### src/rtl/uart_tx_fifo.sv
`default_nettype none
// ---------------------------------------------------------------------------
// uart_tx_fifo : FIFO-fed UART transmitter, per-frame 5-8 data bits,
//                none/even/odd parity and 1/2 stop bits.      Rev 1.0
// ---------------------------------------------------------------------------
module uart_tx_fifo #(
  parameter int NB_DATA    = 8,
  parameter int SB_TICK    = 16,
  parameter int FIFO_DEPTH = 4,
  parameter int NB_PTR     = 2
) (
  input  logic               i_clk,
  input  logic               i_reset,
  input  logic               i_tick,
  input  logic               i_wr,
  input  logic [NB_DATA-1:0] i_data,
  input  logic [1:0]         i_data_len,
  input  logic [1:0]         i_parity,
  input  logic               i_two_stop,
  output logic               o_tx,
  output logic               o_busy,
  output logic               o_empty,
  output logic               o_full,
  output logic               o_overflow,
  output logic               o_tx_done_tick
);

  localparam int NB_TICK = $clog2(2 * SB_TICK);
  localparam logic [NB_TICK-1:0] c_tick_bit = NB_TICK'(SB_TICK - 1);
  localparam logic [NB_TICK-1:0] c_tick_two = NB_TICK'(2 * SB_TICK - 1);
  localparam logic [NB_PTR:0]    c_depth    = (NB_PTR + 1)'(FIFO_DEPTH);

  typedef enum logic [2:0] {
    ST_IDLE   = 3'd0,
    ST_START  = 3'd1,
    ST_DATA   = 3'd2,
    ST_PARITY = 3'd3,
    ST_STOP   = 3'd4
  } state_t;

  // FIFO storage and bookkeeping
  logic [NB_DATA-1:0] mem_q [FIFO_DEPTH];
  logic [NB_PTR-1:0]  wr_ptr_q, wr_ptr_d;
  logic [NB_PTR-1:0]  rd_ptr_q, rd_ptr_d;
  logic [NB_PTR:0]    count_q, count_d;
  logic               ovf_q;

  // Transmitter state
  state_t             state_q;
  logic [NB_TICK-1:0] tick_cnt_q;
  logic [2:0]         bit_cnt_q;
  logic [NB_DATA-1:0] shift_q;
  logic               par_acc_q;
  logic [1:0]         len_q;
  logic [1:0]         par_mode_q;
  logic               two_stop_q;
  logic               tx_q;
  logic               done_q;

  logic               fifo_empty;
  logic               fifo_full;
  logic               bit_end;
  logic               stop_end;
  logic               pop;
  logic               push;
  logic [2:0]         last_bit;
  logic               par_en;
  logic               par_odd;
  logic [NB_DATA-1:0] head;

  assign fifo_empty = (count_q == '0);
  assign fifo_full  = (count_q == c_depth);
  assign head       = mem_q[rd_ptr_q];

  assign bit_end  = i_tick && (tick_cnt_q == c_tick_bit);
  assign stop_end = i_tick && (tick_cnt_q == (two_stop_q ? c_tick_two : c_tick_bit));

  // The FSM pops from IDLE, or from the last stop tick to chain frames.
  assign pop  = !fifo_empty &&
                ((state_q == ST_IDLE) || ((state_q == ST_STOP) && stop_end));
  assign push = i_wr && (!fifo_full || pop);

  assign last_bit = {1'b0, len_q} + 3'd4;
  assign par_en   = ^par_mode_q;
  assign par_odd  = (par_mode_q == 2'b10);

  always_comb begin
    wr_ptr_d = wr_ptr_q;
    rd_ptr_d = rd_ptr_q;
    count_d  = count_q;
    if (push) begin
      wr_ptr_d = wr_ptr_q + 1'b1;
    end
    if (pop) begin
      rd_ptr_d = rd_ptr_q + 1'b1;
    end
    case ({push, pop})
      2'b10:   count_d = count_q + 1'b1;
      2'b01:   count_d = count_q - 1'b1;
      default: count_d = count_q;
    endcase
  end

  always_ff @(posedge i_clk) begin
    if (push) begin
      mem_q[wr_ptr_q] <= i_data;
    end
  end

  always_ff @(posedge i_clk or posedge i_reset) begin
    if (i_reset) begin
      wr_ptr_q <= '0;
      rd_ptr_q <= '0;
      count_q  <= '0;
      ovf_q    <= 1'b0;
    end else begin
      wr_ptr_q <= wr_ptr_d;
      rd_ptr_q <= rd_ptr_d;
      count_q  <= count_d;
      ovf_q    <= i_wr && !push;
    end
  end

  always_ff @(posedge i_clk or posedge i_reset) begin
    if (i_reset) begin
      state_q    <= ST_IDLE;
      tick_cnt_q <= '0;
      bit_cnt_q  <= '0;
      shift_q    <= '0;
      par_acc_q  <= 1'b0;
      len_q      <= 2'b00;
      par_mode_q <= 2'b00;
      two_stop_q <= 1'b0;
      tx_q       <= 1'b1;
      done_q     <= 1'b0;
    end else begin
      done_q <= 1'b0;
      if (i_tick) begin
        tick_cnt_q <= tick_cnt_q + 1'b1;
      end
      case (state_q)
        ST_IDLE: begin
          tx_q       <= 1'b1;
          tick_cnt_q <= '0;
          if (pop) begin
            state_q    <= ST_START;
            tx_q       <= 1'b0;
            shift_q    <= head;
            par_acc_q  <= 1'b0;
            len_q      <= i_data_len;
            par_mode_q <= i_parity;
            two_stop_q <= i_two_stop;
          end
        end
        ST_START: begin
          if (bit_end) begin
            state_q    <= ST_DATA;
            tick_cnt_q <= '0;
            bit_cnt_q  <= '0;
            tx_q       <= shift_q[0];
          end
        end
        ST_DATA: begin
          if (bit_end) begin
            tick_cnt_q <= '0;
            shift_q    <= shift_q >> 1;
            par_acc_q  <= par_acc_q ^ shift_q[0];
            if (bit_cnt_q == last_bit) begin
              if (par_en) begin
                state_q <= ST_PARITY;
                tx_q    <= par_acc_q ^ shift_q[0] ^ par_odd;
              end else begin
                state_q <= ST_STOP;
                tx_q    <= 1'b1;
              end
            end else begin
              bit_cnt_q <= bit_cnt_q + 1'b1;
              tx_q      <= shift_q[1];
            end
          end
        end
        ST_PARITY: begin
          if (bit_end) begin
            state_q    <= ST_STOP;
            tick_cnt_q <= '0;
            tx_q       <= 1'b1;
          end
        end
        ST_STOP: begin
          if (stop_end) begin
            done_q     <= 1'b1;
            tick_cnt_q <= '0;
            if (pop) begin
              state_q    <= ST_START;
              tx_q       <= 1'b0;
              shift_q    <= head;
              par_acc_q  <= 1'b0;
              len_q      <= i_data_len;
              par_mode_q <= i_parity;
              two_stop_q <= i_two_stop;
            end else begin
              state_q <= ST_IDLE;
              tx_q    <= 1'b1;
            end
          end
        end
        default: begin
          state_q    <= ST_IDLE;
          tick_cnt_q <= '0;
          tx_q       <= 1'b1;
        end
      endcase
    end
  end

  assign o_tx           = tx_q;
  assign o_busy         = (state_q != ST_IDLE);
  assign o_empty        = fifo_empty;
  assign o_full         = fifo_full;
  assign o_overflow     = ovf_q;
  assign o_tx_done_tick = done_q;

endmodule
`default_nettype wire

### config.mk
export PLATFORM = sky130hd
export DESIGN_NAME = uart_tx_fifo
export DESIGN_NICKNAME = d
export VERILOG_FILES = /design/src/rtl/uart_tx_fifo.sv
export SDC_FILE = /design/constraint.sdc
export NUM_CORES = 1
export LEC_CHECK = 0
export BUFFER_PORTS_ARGS = -buffer_cell sky130_fd_sc_hd__buf_2
export CAP_MARGIN = 20
export CORE_MARGIN = 5
export CORE_UTILIZATION = 50
export CTS_CLUSTER_SIZE = 16
export DETAILED_ROUTE_END_ITERATION = 16
export PLACE_DENSITY = 0.68
export SKIP_LAST_GASP = 1
export SYNTH_ARGS = -nofsm -noshare
export SYNTH_HDL_FRONTEND = slang
export SYNTH_SLANG_ARGS = --single-unit
### constraint.sdc
create_clock -name i_clk -period 5.15 [get_ports i_clk]
set_input_delay 1.03 -clock i_clk [delete_from_list [all_inputs] [get_ports i_clk]]
set_output_delay 1.03 -clock i_clk [all_outputs]
set_load 0.02 [all_outputs]
==> results of run 1 <==
## area by class of cell
class,instances,area (µm²)
Multi-Input combinational cell,154,1230
Tap cell,77,96.3
Inverter,10,42.5
Clock buffer,9,124
Clock inverter,7,76.3
Fill cell,529,2750
Sequential cell,67,1840
Timing Repair Buffer,23,118
## through the flow
stage	hold slack, ns	area, µm²	total power, mW	instances
2_1_floorplan	0.448	3180	1.39	241
3_3_place_gp	0.466	3330	1.53	331
3_5_place_dp	0.471	3330	1.54	331
4_1_cts	0.489	3530	1.99	347
5_1_grt	0.514	3530	2.11	347
6_report	0.485	3530	1.96	347
## power by group through the flow
| stage | Combinational [mW] | Clock (mW) | Sequential (mW) |
|---|---|---|---|
| 3_3_place_gp | 0.644 | 0 | 0.882 |
| 4_1_cts | 0.660 | 0.450 | 0.876 |
| 6_report | 0.648 | 0.440 | 0.871 |
| 3_5_place_dp | 0.657 | 0 | 0.887 |
| 2_1_floorplan | 0.571 | 0 | 0.817 |
| 5_1_grt | 0.733 | 0.480 | 0.898 |
## final timing paths
check,startpoint,end,slack (ns),depth (start not counted)
setup / recovery,i_tick,count_q[2]$_DFFE_PP0P_,2.53,8
hold / removal,shift_q[3]$_DFFE_PP0P_,shift_q[3]$_DFFE_PP0P_,0.48,2
setup reg to reg,tick_cnt_q[0]$_DFF_PP0_,count_q[2]$_DFFE_PP0P_,2.81,8
hold reg to reg,shift_q[3]$_DFFE_PP0P_,shift_q[3]$_DFFE_PP0P_,0.48,2
max in group asynchronous,i_reset,o_tx$_DFFE_PP1P_,4.03,3
min in group asynchronous,i_reset,wr_ptr_q[0]$_DFFE_PP0P_,0.78,3
## cells in the final DEF (no fill, tap or decap), drive strengths merged, types with 4 or more instances in the layout
cell type,synthesis,routed
xnor2,10,10
nor2,20,20
buf,8,23
edfxtp,32,32
and3,7,7
clkbuf,2,9
mux2i,8,8
ha,8,8
nand2,19,19
a21oi,6,6
nand3,5,5
dfrtp,34,34
mux2,7,7
clkinv,1,5
xor2,4,4
inv,9,10
mux4,8,8
o21ai,20,20
## flip-flops by register name (all words and copies together), names as in the netlist, 2 cells and up
name / cells
bit_cnt_q: 3
shift_q: 8
state_q: 3
rd_ptr_q: 2
mem_q: 32
len_q: 2
wr_ptr_q: 2
tick_cnt_q: 5
par_mode_q: 2
count_q: 3
## metal layers
metal  GRT usage [%]  vias to the layer above
met2            24.2                       41
met4            5.55                        0
li1                -                      931
met3            4.74                        9
met1            21.2                      925
met5               0                        -
## cells by family after synthesis
logic type                 count (synthesis)  share of synthesized area, %
DFF                                       67                          57.9
and+or+nand+nor                           66                          11.0
AOI/OAI and AO/OA                         42                          9.50
muxes                                     23                          10.7
buffers and inverters                     20                          3.27
xor gates and xnor gates                  14                          3.86
adders and majority gates                  9                          3.78
## critical path: stages
cell and delay, ns:
sky130_fd_sc_hd__buf_2 0.18, sky130_fd_sc_hd__and4_4 0.26, sky130_fd_sc_hd__a21bo_1 0.35, sky130_fd_sc_hd__nand4_1 0.16, sky130_fd_sc_hd__fa_1 0.43, sky130_fd_sc_hd__a211oi_2 0.19, sky130_fd_sc_hd__o2bb2ai_2 0.13, sky130_fd_sc_hd__xor2_1 0.15
==> metrics.log, run 1 <==
INFO  metric max-slew-margin-rel = between 60% and 70%
INFO  metric synth.top_cells.by_count = sky130_fd_sc_hd__dfrtp_1, sky130_fd_sc_hd__edfxtp_1, sky130_fd_sc_hd__nor2_1
INFO  metric cts_tree = yes
INFO  metric layout.nets = 291
INFO  metric worst_ep_arrival_time = 2.88 ns
INFO  metric top_layer_used = met4
INFO  metric pre_cts_ws = 2.18 ns
INFO  metric power.share.sequential = 44.5%
INFO  metric synth-seq-area-share = between 50% and 60%
INFO  metric finalClockSkew = 0.00681 ns
INFO  metric synth_area_per_cell = 13.2 µm²
INFO  metric critical_path.startpoint_type = input port
INFO  metric synth.top_cell.area_share = 30.3%
INFO  metric gr-usage-all-layers = 15.7%
INFO  metric post_drt_via_cell_ratio = 5.49
INFO  metric finalCritPeriodShare = 50.8%
INFO  metric total_leakage_power = ~1.4 nW
INFO  metric worst-path-max-fanout = 9
INFO  metric num_vias = 1906
INFO  metric routabilityCongestion = 0.791
INFO  metric grt_max_degree = 36
INFO  metric grt_antenna_before_repair = 0
INFO  metric power.share.clock = 22.5%
INFO  metric wl_per_cell = 15.8 µm
INFO  metric cell_internal_power = 1.26 mW
INFO  metric clk_root_buffer_cell = sky130_fd_sc_hd__clkbuf_8
INFO  metric hp-class = reg2reg
INFO  metric worst-slew-pin-transition = 0.584 ns
INFO  metric detailroute.wirelength.met3 = 278 µm
INFO  metric met2_length = 2530 µm
INFO  metric crit_type = in2reg
INFO  metric endpoint_kind = flop
INFO  metric layout_setup_ws = 2.53 ns
INFO  metric power.density = 555 mW/mm²
INFO  metric period_needed = 2.62 ns
INFO  metric netlist_top_cells_area = sky130_fd_sc_hd__edfxtp_1, sky130_fd_sc_hd__dfrtp_1, sky130_fd_sc_hd__mux4_2
INFO  metric grt_first_pass_wirelength = around 9500 µm
INFO  metric final.setup.tns = 0 ns
INFO  metric switching_share = 35.8%
INFO  metric fmaxAchievable = 382 MHz
INFO  metric synth_fp_nets = 267
INFO  metric floorplan.die.height = between 80 and 90 µm
INFO  metric cts_setup_buffers = 0
INFO  metric cts.path.max_buffers = 2
INFO  metric synth_area_leader_cell = sky130_fd_sc_hd__edfxtp_1
INFO  metric ctsHtreeMaxLevel = 3
INFO  metric growth_of_design_area_from_synthesis_to_finish = 11.1%
INFO  metric setup-violations-final = 0
INFO  metric pwr-share-comb = about 33%
INFO  metric post_cts_hold_buffer_count = 0
INFO  metric hold_viol = 0
INFO  metric ys_seq_elements = 67
INFO  metric placement_rows = 29
INFO  metric synth_ff_type = sky130_fd_sc_hd__dfrtp_1
INFO  metric drt_drc_violations_left = 0
INFO  metric coreArea = 0.00628 mm²
INFO  metric synth-edff-count = 32
INFO  metric worstSkewPairLatency = around 0.34 ns
INFO  metric post-synth-top-count-cell = sky130_fd_sc_hd__dfrtp_1
INFO  metric place.detailed.hpwl = 3720 µm
INFO  metric cts_repair_resize_count = 0
INFO  metric postSynthCellCount = 241
INFO  metric synth_warnings = 0
INFO  metric clkSinkCount = 67
INFO  metric drt_initial_violations = about 150
INFO  metric overflow = 0
INFO  metric yosysUniqueCellTypes = 53
INFO  metric vias_in_the_first_global_route = 1941
INFO  metric buffer_ports.inserted = 22
INFO  metric n_antenna_cell = 0
INFO  metric cts-buffers-inserted = 9
INFO  metric total_switching_power = 0.701 mW
INFO  metric status = complete, no violations
INFO  metric critPathRequiredTime = 5.42 ns
INFO  metric num_io_pins = 23
INFO  metric finalMaxSlewViolations = 0
INFO  metric die_width = approximately 90 µm
INFO  metric detail-route-antenna-nets = 0
INFO  metric clkTransAtPathRegs = 0.08 ns
INFO  metric max_cap_violation_count = 0
INFO  metric synth_area = 0.00318 mm²
INFO  metric peak_supply_drop = just under 0.0003 V
INFO  metric drive_gt1_share = 25.2%
INFO  metric synthArstFlopShare = around 52%
INFO  metric die_area = a little over 0.008 mm²
INFO  metric grt_setup_unrepaired = false
INFO  metric drt-met1-wl = roughly 2600 µm
INFO  metric util_after_layout = 56.2%
INFO  metric drt_pre_antenna_iters = 4
INFO  metric postRouteWirelength = 5470 µm
INFO  metric start_util = 50.6%
Power figures use the tool's default switching activity.
==> run 2: changes to the inputs <==
- PLACE_DENSITY: 0.68 -> 0.71
- clock period: 5.15 -> 2.1 ns (I/O delays scaled with it)
==> run 2 against run 1 <==
Against the previous run:
- final cell count up 3.2%
- non-clock buffer count rose by 11
- largest cell class unchanged
- die area unchanged
- largest power group unchanged
- sequential power up 140%
- worst hold slack got worse by 0.33 ns
- cell area is 3.1% higher
- utilization up 1.8 points
- combinational power grew to 2.7 times the previous value
- highest routed layer unchanged
- critical path depth unchanged
- critical path type is now reg2reg
- first-iteration DRC count fell by 57%
- total power rose to 2.5 times the previous value
- routed wire length is 2.5% higher
==> metrics.log, run 2 (same netlist as run 1, synthesis figures left out) <==
INFO  metric status = complete, no violations
INFO  metric endpoint_kind = flop
INFO  metric hp-class = in2async
INFO  metric total_switching_power = 1.76 mW (+150%)
INFO  metric worst-path-max-fanout = 4 (-5)
INFO  metric worst-r2r-cell-count = 8 (unchanged)
INFO  metric postRouteWirelength = 5610 µm (+2.5%)
INFO  metric finalClockSkew = 0.00687 ns (+0.0000542 ns)
INFO  metric critPathRequiredTime = 2.34 ns (-3.08 ns)
INFO  metric clk_root_buffer_cell = sky130_fd_sc_hd__clkbuf_8
INFO  metric crit-reg2reg-capture = count_q[1]$_DFFE_PP0P_
INFO  metric clkSinkCount = 67 (unchanged)
INFO  metric floorplan.die.height = 89.7 µm (unchanged)
INFO  metric total_leakage_power = 1.50 nW (+4.1%)
INFO  metric max-slew-margin-rel = 66.6% (+5.5 points)
INFO  metric num_io_pins = 23 (unchanged)
INFO  metric layout_common_cells = sky130_fd_sc_hd__dfrtp_1, sky130_fd_sc_hd__edfxtp_1, sky130_fd_sc_hd__buf_2
INFO  metric detail-route-antenna-nets = 0 (unchanged)
INFO  metric top_register = mem_q
INFO  metric die_width = 89.7 µm (unchanged)
INFO  metric switching_share = 35.6% (-0.20 points)
INFO  metric hold_viol = 0 (unchanged)
INFO  metric cts_repair_resize_count = 0 (unchanged)
INFO  metric final_common_cell = sky130_fd_sc_hd__dfrtp_1
INFO  metric cts_setup_buffers = 0 (unchanged)
INFO  metric buffer_ports.inserted = 22 (unchanged)
INFO  metric coreArea = 0.00628 mm² (unchanged)
INFO  metric worstSkewPairLatency = 0.35 ns (about the same)
INFO  metric crit_type = reg2reg
INFO  metric n_antenna_cell = 0 (unchanged)
INFO  metric max_cap_violation_count = 0 (unchanged)
INFO  metric power.share.clock = 22.4% (about the same)
INFO  metric post_cts_hold_buffer_count = 0 (unchanged)
INFO  metric largest_registers = mem_q (32), shift_q (8), tick_cnt_q (5)
INFO  metric num_vias = 1969 (+3.3%)
INFO  metric cts.path.max_buffers = 2 (unchanged)
INFO  metric worst-r2r-setup-slack = 0.09 ns (-2.72 ns)
INFO  metric critical_path.max_stage_delay = 0.58 ns (+0.15 ns)
INFO  metric routabilityCongestion = 0.812 (+2.6%)
INFO  metric postLayoutCellArea = 0.00364 mm² (+3.1%)
INFO  metric peak_supply_drop = 0.000692 V (+140%)
INFO  metric setup-violations-final = 0 (unchanged)
INFO  metric grt_max_degree = 36 (unchanged)
INFO  metric clkTransAtPathRegs = 0.08 ns (about the same)
INFO  metric post_drt_via_cell_ratio = 5.50 (+0.13%)
INFO  metric period_needed = 2.01 ns
INFO  metric layout.nets = 302 (+3.8%)
INFO  metric critical_path.startpoint_type = flop
INFO  metric cell_internal_power = 3.18 mW (+150%)
INFO  metric drt_initial_violations = 63 (-57%)
INFO  metric cpLargestDelayFamily = adder cells
INFO  metric gr-usage-all-layers = 16.0% (+0.28 points)
INFO  metric grt_first_pass_wirelength = 9290 µm (-2.2%)
INFO  metric drive_gt1_share = 31.3% (+6.1 points)
INFO  metric start_util = 50.6% (unchanged)
INFO  metric cts-buffers-inserted = 9 (unchanged)
INFO  metric vias_in_the_first_global_route = 1992 (+2.6%)
INFO  metric timing.critical_path.cells = ha_2 -> and4_4 -> a21bo_1 -> nand4_1 -> fa_2 -> nor2_2 -> a31oi_1 -> a21oi_1
INFO  metric die_area = 0.00805 mm² (unchanged)
INFO  metric place.detailed.hpwl = 3940 µm (+5.9%)
INFO  metric grt_antenna_before_repair = 0 (unchanged)
INFO  metric wl_per_cell = 15.7 µm (-0.65%)
INFO  metric r2r-start = tick_cnt_q[1]$_DFF_PP0_
INFO  metric drt_pre_antenna_iters = 4 (unchanged)
INFO  metric placement_rows = 29 (unchanged)
INFO  metric cts_tree = yes
INFO  metric worst_ep_arrival_time = 2.25 ns (-0.63 ns)
INFO  metric grt_setup_unrepaired = true
INFO  metric pwr-share-comb = 35.1% (+2.0 points)
INFO  metric critical_path.n_buffers_inverters = 0 (-1)
INFO  metric ctsHtreeMaxLevel = 3 (unchanged)
INFO  metric fmaxAchievable = 497 MHz
INFO  metric growth_of_design_area_from_synthesis_to_finish = 14.6%
INFO  metric overflow = 0 (unchanged)
INFO  metric setup.worst_path.start = tick_cnt_q[1]$_DFF_PP0_
INFO  metric largest_register_ffs = 32 (unchanged)
INFO  metric instances_no_fill = 358 (+3.2%)
INFO  metric finalCritPeriodShare = 95.7%
INFO  metric drt_drc_violations_left = 0 (unchanged)
INFO  metric power.density = 1360 mW/mm² (+140%)
INFO  metric finalMaxSlewViolations = 0 (unchanged)
INFO  metric power.share.sequential = 42.5% (-2.0 points)
INFO  metric placed_cells = 342 (+3.3%)
INFO  metric dpl_cell_area = 0.00341 mm² (+2.5%)
INFO  metric worst-slew-pin-transition = 0.501 ns (-0.0825 ns)
INFO  metric cp_slowest_cell = sky130_fd_sc_hd__fa_2
## run 2: cell count changes in the layout (fill, tap and decap cells not counted), sizes merged
cell / previous run / this run
clkinv: 5 / 2
inv: 10 / 13
buf: 23 / 34
## run 2: tightest hold or removal path, delay by kind of cell
kind	cells	cell delay [ns]
buffers and inverters	3	0.51
## run 2: layout make-up
type / count / area (µm²)
Fill cell: 530 / 2640
Sequential cell: 67 / 1840
Clock inverter: 7 / 81.3
Clock buffer: 9 / 124
Tap cell: 77 / 96.3
Multi-Input combinational cell: 154 / 1260
Timing Repair Buffer: 34 / 200
Inverter: 10 / 42.5
## run 2: per-layer routing
metal / part of all wire, % / track usage, % / vias up
li1: - / - / 955
met5: 0 / 0 / -
met4: 1.9 / 6.90 / 0
met1: 46 / 20.2 / 969
met3: 4.1 / 6.02 / 11
met2: 48 / 24.7 / 34
## run 2: worst max-delay path by stage
stage	slack, ns	cells past startpoint	to
2_1_floorplan	0.07	9	count_q[2]$_DFFE_PP0P_
3_3_place_gp	0.08	5	mem_q[0][3]$_DFFE_PP_
3_5_place_dp	0.04	5	mem_q[0][3]$_DFFE_PP_
4_1_cts	0.03	5	mem_q[0][6]$_DFFE_PP_
5_1_grt	-0.03	8	count_q[1]$_DFFE_PP0P_
6_report	0.09	8	count_q[1]$_DFFE_PP0P_
## run 2: metrics by stage
step	setup slack (ns)	setup TNS (ns)	hold WS (ns)	power [mW]	utilization (%)
floorplan	0.0669	0	0.448	3.41	-
finish	0.0899	0	0.153	4.94	58.0
global placement	0.0848	0	0.460	3.78	54.3
global route	-0.0269	-0.0434	0.208	5.31	58.0
detailed placement	0.0407	0	0.473	3.83	54.3
CTS	0.0308	0	0.164	4.96	57.6
## run 2: power by group through the flow
stage          logic (mW)  registers (mW)  clock network [mW]
2_1_floorplan        1.40            2.00                   0
3_3_place_gp         1.67            2.11                   0
3_5_place_dp         1.71            2.12                   0
4_1_cts              1.71            2.10                1.15
5_1_grt              1.94            2.16                1.20
6_report             1.73            2.10                1.10
